===== src/rtl/coarse_timing_sync_pkg.sv =====
// ============================================================================
// Module : coarse_timing_sync_pkg
// Brief  : Shared widths and FSM state encoding for the coarse timing detector.
// Rev    : 1.0  initial release
// ============================================================================
`default_nettype none

package coarse_timing_sync_pkg;

    localparam int FIXED_POINT_WIDTH = 16;
    localparam int FIFO_DEPTH        = 256;

    typedef enum logic [2:0] {
        FILL    = 3'd0,
        WARM    = 3'd1,
        SEARCH  = 3'd2,
        PLATEAU = 3'd3,
        LOCKED  = 3'd4
    } state_t;

endpackage

`default_nettype wire


===== src/rtl/coarse_timing_sync_moving_sum.sv =====
// ============================================================================
// Module : moving_sum
// Brief  : WIN-deep tap line with running accumulator (add newest, drop oldest).
// Rev    : 1.0  initial release
// ============================================================================
`default_nettype none

module moving_sum #(
    parameter int WIN       = 16,
    parameter int IW        = 32,
    parameter int IS_SIGNED = 1,
    parameter int SW        = IW + $clog2(WIN)
) (
    input  logic          clk,
    input  logic          rst,
    input  logic          en,
    input  logic [IW-1:0] din,
    output logic [SW-1:0] sum
);

    logic [IW-1:0] r_taps [WIN];
    logic [SW-1:0] w_new_ext;
    logic [SW-1:0] w_old_ext;

    generate
        if (IS_SIGNED != 0) begin : g_signed
            assign w_new_ext = {{(SW-IW){din[IW-1]}}, din};
            assign w_old_ext = {{(SW-IW){r_taps[WIN-1][IW-1]}}, r_taps[WIN-1]};
        end else begin : g_unsigned
            assign w_new_ext = {{(SW-IW){1'b0}}, din};
            assign w_old_ext = {{(SW-IW){1'b0}}, r_taps[WIN-1]};
        end
    endgenerate

    always_ff @(posedge clk or posedge rst) begin
        if (rst) begin
            for (int i = 0; i < WIN; i++) r_taps[i] <= '0;
            sum <= '0;
        end else if (en) begin
            r_taps[0] <= din;
            for (int i = 1; i < WIN; i++) r_taps[i] <= r_taps[i-1];
            // Wrapping arithmetic is exact: the true sum always fits in SW bits.
            sum <= sum + w_new_ext - w_old_ext;
        end
    end

endmodule

`default_nettype wire


===== src/rtl/coarse_timing_sync.sv =====
// ============================================================================
// Module : coarse_timing_sync
// Brief  : Delayed-autocorrelation plateau detector for coarse frame timing.
// Config : define COARSE_P_LOCK_EN to add the p_lock output.
// Rev    : 1.0  initial release
// ============================================================================
`default_nettype none

module coarse_timing_sync
    import coarse_timing_sync_pkg::*;
#(
    parameter int DELAY       = 16,
    parameter int WIN         = 16,
    parameter int THR         = 6,
    parameter int PLATEAU_LEN = 32
) (
    input  logic                                clk,
    input  logic                                rst,
    input  logic                                s_valid,
    input  logic signed [FIXED_POINT_WIDTH-1:0] s_data,
    input  logic                                clear,
    output logic                                fifo_w_en,
    output logic        [FIXED_POINT_WIDTH-1:0] fifo_din,
    output logic                                fifo_r_en,
    input  logic        [FIXED_POINT_WIDTH-1:0] fifo_dout,
    input  logic                                fifo_r_valid,
    input  logic        [8:0]                   fifo_count,
    output logic                                detect,
    output logic                                locked,
    output logic        [15:0]                  start_idx
`ifdef COARSE_P_LOCK_EN
    ,
    output logic signed [2*FIXED_POINT_WIDTH+$clog2(WIN)-1:0] p_lock
`endif
);

    localparam int W  = FIXED_POINT_WIDTH;
    localparam int LW = $clog2(WIN);
    localparam int SW = 2*W + LW;
    localparam int CW = SW + 8;
    localparam logic [8:0]    C_DELAY   = 9'(DELAY);
    localparam logic [LW-1:0] C_WIN_M1  = LW'(WIN - 1);
    localparam logic [7:0]    C_PLEN_M1 = 8'(PLATEAU_LEN - 1);
    localparam logic [CW-1:0] C_THR     = CW'(THR);

    state_t                r_state, w_state_nxt;
    logic signed [W-1:0]   r_x_d;
    logic signed [2*W-1:0] r_c;
    logic [2*W-1:0]        r_e;
    logic                  r_prod_v, r_m_v;
    logic [15:0]           r_sample_cnt, r_idx_prod, r_idx_m;
    logic [SW-1:0]         w_p_raw, w_r;
    logic signed [SW-1:0]  w_p;
    logic [CW-1:0]         w_lhs, w_rhs;
    logic                  w_qualify, w_clear_ok;
    logic [7:0]            r_run, w_run_nxt;
    logic [LW-1:0]         r_warm, w_warm_nxt;
    logic [15:0]           r_cand, w_cand_nxt, r_start, w_start_nxt;
    logic                  r_detect, w_detect_nxt;
    logic signed [2*W-1:0] w_x_ext, w_y_ext;

    assign fifo_w_en = s_valid;
    assign fifo_din  = s_data;
    assign fifo_r_en = s_valid && (fifo_count == C_DELAY);

    assign w_x_ext = {{W{r_x_d[W-1]}}, r_x_d};
    assign w_y_ext = {{W{fifo_dout[W-1]}}, fifo_dout};
    assign w_clear_ok = clear && (r_state != FILL) && (r_state != WARM);

    always_ff @(posedge clk or posedge rst) begin
        if (rst) begin
            r_x_d        <= '0;
            r_c          <= '0;
            r_e          <= '0;
            r_prod_v     <= 1'b0;
            r_m_v        <= 1'b0;
            r_sample_cnt <= '0;
            r_idx_prod   <= '0;
            r_idx_m      <= '0;
        end else begin
            r_prod_v <= fifo_r_valid;
            r_m_v    <= r_prod_v;
            if (fifo_r_en) r_x_d <= s_data;
            if (fifo_r_valid) begin
                r_c        <= w_x_ext * w_y_ext;
                r_e        <= w_x_ext * w_x_ext;
                r_idx_prod <= r_sample_cnt;
            end
            if (r_prod_v) r_idx_m <= r_idx_prod;
            if (w_clear_ok)        r_sample_cnt <= '0;
            else if (fifo_r_valid) r_sample_cnt <= r_sample_cnt + 16'd1;
        end
    end

    moving_sum #(.WIN(WIN), .IW(2*W), .IS_SIGNED(1), .SW(SW)) u_p_sum (
        .clk (clk),
        .rst (rst),
        .en  (r_prod_v),
        .din (r_c),
        .sum (w_p_raw)
    );

    moving_sum #(.WIN(WIN), .IW(2*W), .IS_SIGNED(0), .SW(SW)) u_r_sum (
        .clk (clk),
        .rst (rst),
        .en  (r_prod_v),
        .din (r_e),
        .sum (w_r)
    );

    assign w_p = w_p_raw;
    // P is only compared when positive, so its raw bits serve as the magnitude.
    assign w_lhs = {{(CW-SW-3){1'b0}}, w_p_raw, 3'b000};
    assign w_rhs = {{(CW-SW){1'b0}}, w_r} * C_THR;
    assign w_qualify = !w_p[SW-1] && (w_p != '0) && (w_lhs >= w_rhs);

    always_comb begin
        w_state_nxt  = r_state;
        w_run_nxt    = r_run;
        w_warm_nxt   = r_warm;
        w_cand_nxt   = r_cand;
        w_start_nxt  = r_start;
        w_detect_nxt = 1'b0;
        case (r_state)
            FILL: begin
                if (fifo_count == C_DELAY) begin
                    w_state_nxt = WARM;
                    w_warm_nxt  = '0;
                end
            end
            WARM: begin
                if (r_m_v) begin
                    if (r_warm == C_WIN_M1) w_state_nxt = SEARCH;
                    else                    w_warm_nxt  = r_warm + 1'b1;
                end
            end
            SEARCH: begin
                if (r_m_v && w_qualify) begin
                    w_cand_nxt = r_idx_m;
                    w_run_nxt  = 8'd1;
                    if (C_PLEN_M1 == 8'd0) begin
                        w_state_nxt  = LOCKED;
                        w_detect_nxt = 1'b1;
                        w_start_nxt  = r_idx_m;
                    end else begin
                        w_state_nxt = PLATEAU;
                    end
                end
            end
            PLATEAU: begin
                if (r_m_v) begin
                    if (!w_qualify) begin
                        w_state_nxt = SEARCH;
                        w_run_nxt   = 8'd0;
                    end else if (r_run == C_PLEN_M1) begin
                        w_state_nxt  = LOCKED;
                        w_detect_nxt = 1'b1;
                        w_start_nxt  = r_cand;
                        w_run_nxt    = r_run + 8'd1;
                    end else begin
                        w_run_nxt = r_run + 8'd1;
                    end
                end
            end
            LOCKED: begin
                w_state_nxt = LOCKED;
            end
            default: begin
                w_state_nxt = FILL;
            end
        endcase
        // Re-arm wins over a lock landing in the same cycle.
        if (w_clear_ok) begin
            w_state_nxt  = SEARCH;
            w_run_nxt    = 8'd0;
            w_detect_nxt = 1'b0;
            w_start_nxt  = r_start;
        end
    end

    always_ff @(posedge clk or posedge rst) begin
        if (rst) begin
            r_state  <= FILL;
            r_run    <= '0;
            r_warm   <= '0;
            r_cand   <= '0;
            r_start  <= '0;
            r_detect <= 1'b0;
        end else begin
            r_state  <= w_state_nxt;
            r_run    <= w_run_nxt;
            r_warm   <= w_warm_nxt;
            r_cand   <= w_cand_nxt;
            r_start  <= w_start_nxt;
            r_detect <= w_detect_nxt;
        end
    end

    assign detect    = r_detect;
    assign locked    = (r_state == LOCKED);
    assign start_idx = r_start;

`ifdef COARSE_P_LOCK_EN
    logic signed [SW-1:0] r_p_lock;

    always_ff @(posedge clk or posedge rst) begin
        if (rst)               r_p_lock <= '0;
        else if (w_clear_ok)   r_p_lock <= '0;
        else if (w_detect_nxt) r_p_lock <= w_p;
    end

    assign p_lock = r_p_lock;
`endif

endmodule

`default_nettype wire

===== config.mk =====
export PLATFORM = sky130hd
export DESIGN_NAME = coarse_timing_sync
export DESIGN_NICKNAME = d
export VERILOG_FILES = /design/src/rtl/coarse_timing_sync_pkg.sv /design/src/rtl/coarse_timing_sync_moving_sum.sv /design/src/rtl/coarse_timing_sync.sv
export SDC_FILE = /design/constraint.sdc
export NUM_CORES = 2
export LEC_CHECK = 0
export ABC_AREA = 0
export CAP_MARGIN = 5
export CORE_MARGIN = 4
export CORE_UTILIZATION = 35
export DETAILED_ROUTE_END_ITERATION = 7
export DONT_BUFFER_PORTS = 1
export PLACE_DENSITY = 0.61
export SYNTH_ARGS = -nofsm -noshare
export SYNTH_HDL_FRONTEND = slang
export SYNTH_SLANG_ARGS = --single-unit

===== constraint.sdc =====
create_clock -name clk -period 102.6 [get_ports clk]
set_clock_uncertainty 0.2 [all_clocks]
set_input_delay 20.52 -clock clk [delete_from_list [all_inputs] [get_ports clk]]
set_output_delay 20.52 -clock clk [all_outputs]
set_load 0.03 [all_outputs]

After elaboration in Yosys (flattened, before gate mapping) --
Cells that the tools add are included.
Operators by class: add/subtract/negate cells 7, $mul 3, $lt $le $gt $ge 1, eq/ne operators 17, muxes and demuxes 25, bitwise gates (word level) 1, reduce and logical (&&, ||, !) cells 18
Operators by type and width (number):
- $mul A16 B16 Y32 | 2
- $ge A39 B39 Y1 | 1
- $mul A36 B2 Y38 const B | 1
- $add A36 B32 Y36 | 1
- $add A36 B36 Y36 | 1
- $reduce_bool A36 Y1 | 1
- $sub A36 B32 Y36 | 1
- $sub A36 B36 Y36 | 1
- $mux W16 | 2
- $mux W8 | 4
- $mux W3 | 8
- $add A16 B1 Y16 const B | 1
- $pmux W8 S2 | 1
- $ne A3 B3 Y1 const B | 5
- $pmux W3 S5 | 1
- $mux W4 | 3
- $eq A9 B5 Y1 const B | 1
- $add A8 B1 Y8 const B | 1
- $eq A8 B5 Y1 const B | 1
- $pmux W4 S2 | 1
- $eq A3 B2 Y1 const B | 2
- $logic_and A1 B1 Y1 | 6
- $ne A2 B2 Y1 const B | 3
- $reduce_and A6 Y1 | 1
- other kinds (16) | 22
Word-level totals: bits in registers 1274, bits of input ports 46, output and inout bits 36, logic and storage cells 120

Longest topological paths before layout --
depth after elaboration 7, gate-level depth with buffers 27, mapped depth without buffers 25

Modules after synthesis --
Synthesis repeated with hierarchy kept, for this count alone.
Unflattened totals: cells, all modules 6276, area, all modules 75108.3 µm²
By module, submodules not included:
- coarse_timing_sync | times used 1, cells each 2988, area an instance 28447.3 µm², seq. area each 4429.2 µm²
- moving_sum (u_r_sum) | times used 1, cells each 1653, area an instance 23361.2 µm², seq. area each 13713.2 µm²
- moving_sum (u_p_sum) | times used 1, cells each 1635, area an instance 23299.8 µm², seq. area each 13713.2 µm²

Least setup slack after synthesis --
OpenSTA, ideal clock, no wires.
kind input to output, from in fifo_count[2], to out fifo_r_en, arrival time 21.866 ns, data required time 81.880 ns, setup slack 60.014 ns, stages on the path 4, path buffers 1, cell sequence nor4b_1 > nand4_1 > inv_1 > clkbuf_1
Between the ends: word-level cells in the longest chain between the ends 2
RTL lines:
- start: declaration | line coarse_timing_sync.sv:27 | input logic [8:0] fifo_count,
- $eq A9 B5 Y1 | line coarse_timing_sync.sv:64 | assign fifo_r_en = s_valid && (fifo_count == C_DELAY);
- $logic_and A1 B1 Y1 | line coarse_timing_sync.sv:64
- end: declaration | line coarse_timing_sync.sv:24 | output logic fifo_r_en,
Every way passes these cells.

Final worst setup path --
Ends and elaborated chain as after synthesis.

==> impl_metrics.toml <==
[status]
status = "completed"

[clock_tree]
clk_pin_slew_ns = 0.06
clock_path_buffers = 3
clkSinkCount = 1257
cts_setup_buffers = 0
cts_tree = "yes"
htree_levels = 4
cts_resized = 0
holdBufCountCts = 0
cts_root_buffer = "clkbuf_16"
worstSkewPairLatency_ns = 0.76
numCtsBuffers = 131

[worst_setup_path]
path_class = "input port to output port"
r2r_cells = 26
critPathMaxFanout = 19
cp_data_arrival_time_ns = 22.29
cp.required_ns = 81.88
reg2reg_from = "r_x_d[11]$_DFFE_PP0P_"
crit_end = "fifo_r_en"
cp_slowest_cell = "inv_1"
r2r_slack_ns = 94.84
path_depth = 5
cpPeakStageDelay_ns = 0.42
critPathLaunchType = "input port"
worstPathCellList = "nor4b_1 > nand4_1 > buf_4 > inv_1 > buf_4"
worstReg2RegEnd = "r_e[31]$_DFFE_PP0P_"
critical_path.top_delay_family = "buffers and inverters"
critPathMostFrequentCell = "buf_4"
path_buf_inv = 3
startpoint = "fifo_count[2]"
end_kind = "output port"

[floorplanning]
initial_core_util_pct = 35.2
core_um2 = 210000
die_w_um = 467
die_h_um = 467
dieArea_um2 = 218000
ios = 82
rows = 168

[yosys]
synth_top_area_share_pct = 42.6
ys_ff_latch = 1257
synth.largest_area_cell = "dfrtp_1"
yosysMostFrequentCell = "dfrtp_1"
synthFlopType = "dfrtp_1"
synthArstFlopShare_pct = 100
synthTopCellsByCount = "dfrtp_1 (1257), mux2_2 (1077), inv_1 (924)"
syn_inst = 6161
synth_cell_types = 90
synth_edf_count = 0
syn_area_um2 = 73800
syn-num-nets = 7090
synth_warnings = 0
yosys-top-cells-area = "dfrtp_1 (43%), mux2_2 (16%), fa_1 (15%)"
syn_avg_cell_area_um2 = 12.0
yosysSeqAreaShare_pct = 42.6

[global_routing]
grt_pass1_vias = 45500
grt_usage_pct = 13.2
antenna_found_initial = 3
grt_pass1_wl_um = 238000
grt_max_degree = 195
overflow = 0

[place]
dp_hpwl_um = 99700
gp_congestion = 0.829
port_buffers = 0

[route]
dr.pass1.iters = 7
vias = 42900
wl_per_cell_um = 15.6
drc = 0
routed_wl_um = 140000
antenna_left = 0
detail_route.iter0.violations = 2681
vias_per_cell = 4.77

[cells_and_area]
antenna_cells = 0
synthToLayoutAreaGrowth_pct = 9.98
drive_above_1_share_pct = 22.1
nNetsFinal = 7026

[timing]
final-setup-viol-count = 0
rsz0062_at_grt = "no"
fin_tns_setup_ns = 0
finalCritPeriodShare_pct = 41.9
slew_headroom_pct = 20.5
period_needed_ns = 43.01
slew_violations = 0
tightest_slew_ns = 1.19
finalHoldViolCount = 0
fmax_mhz = 23.3

[min_path]
hold_path.class = "register to register"

[run]
cap_violations = 0
[cells in the final DEF (no fill, tap or decap), types with 22 or more instances in the layout]
cell type     n
dfrtp_1    1254
mux2_2     1077
inv_1       923
fa_1        569
nand2_1     393
ha_1        314
o21ai_0     177
nor2_1      168
and2_1      167
a21oi_1     137
clkbuf_16   134
xnor2_1     111
a21o_1       93
xor2_1       66
nand3_1      50
buf_4        44
nor3_1       33
mux2i_1      30
clkbuf_1     30
nand2b_1     27
a31oi_1      26
nand4_1      25
clkbuf_8     25
o21a_1       22
[sequential cells by signal (all words and copies together) (netlist names), 16 cells and up]
signal          flops
r_x_d              16
r_idx_m            16
r_idx_prod         16
u_p_sum.sum        36
r_c                32
r_sample_cnt       16
start_idx          16
r_cand             16
u_r_sum.r_taps    496
r_e                31
u_p_sum.r_taps    512
u_r_sum.sum        36
[worst min-delay path by stage]
stage	from	end	slack (ns)	depth (start not counted)
after floorplan	r_prod_v$_DFF_PP0_	r_m_v$_DFF_PP0_	0.17	0
after global placement	r_x_d[9]$_DFFE_PP0P_	r_x_d[9]$_DFFE_PP0P_	0.27	2
after detailed placement	r_x_d[9]$_DFFE_PP0P_	r_x_d[9]$_DFFE_PP0P_	0.27	2
after CTS	u_r_sum.r_taps[63]$_DFFE_PP0P_	u_r_sum.r_taps[31]$_DFFE_PP0P_	0.28	1
after global routing	u_p_sum.r_taps[511]$_DFFE_PP0P_	u_p_sum.r_taps[479]$_DFFE_PP0P_	0.29	1
final	u_r_sum.r_taps[499]$_DFFE_PP0P_	u_r_sum.r_taps[467]$_DFFE_PP0P_	0.27	1
[cell type report]
class,count,area [µm²]
Clock buffer,189,3810
Clock inverter,42,622
Fill cell,20000,128000
Inverter,925,3480
Multi-Input combinational cell,3735,37800
Sequential cell,1257,31500
Tap cell,2805,3510
Timing Repair Buffer,47,390
[metal layers]
metal	track usage, %	vias up	share of wire [%]
met5	0	-	0
met4	3.82	0	2.6
met3	1.92	213	3.9
met2	20.7	695	45
met1	19.0	22000	48
li1	-	20000	-
[kinds of logic (layout without fill, tap and decap cells)]
logic type,after synthesis,in the layout,share of synthesized area (%)
xor gates and xnor gates,177,177,2.10
muxes,1107,1107,16.8
buffers and inverters,1169,1203,6.04
adders and majority gates,883,883,20.8
and+or+nand+nor,953,953,6.13
AOI/OAI and AO/OA,615,615,5.46
DFF,1257,1257,42.6
[through the flow]
step	hold WS [ns]	area [µm²]	util, %	instances	worst slack, ns
2_1_floorplan	0.170	73800	-	6161	46.46
4_1_cts	0.279	81100	38.7	9000	59.54
5_1_grt	0.290	81100	38.7	9000	59.47
6_report	0.272	81100	38.7	9000	59.59
3_3_place_gp	0.267	76700	36.6	8769	59.51
3_5_place_dp	0.275	76700	36.6	8769	59.55
[worst register-to-register path, delay by kind of cell, from the launching register on]
kind | cells | cell delay [ns]
mux | 1 | 0.10
fa+ha+maj | 7 | 3.44
xor+xnor | 1 | 0.16
buf+inv | 8 | 1.24
flops | 1 | 0.32
compound gates | 5 | 1.00
simple gates | 4 | 1.17
Power is left out: the tool's default activity adds up to more than one toggle a clock period on the data nets, which glitch-free logic cannot reach.
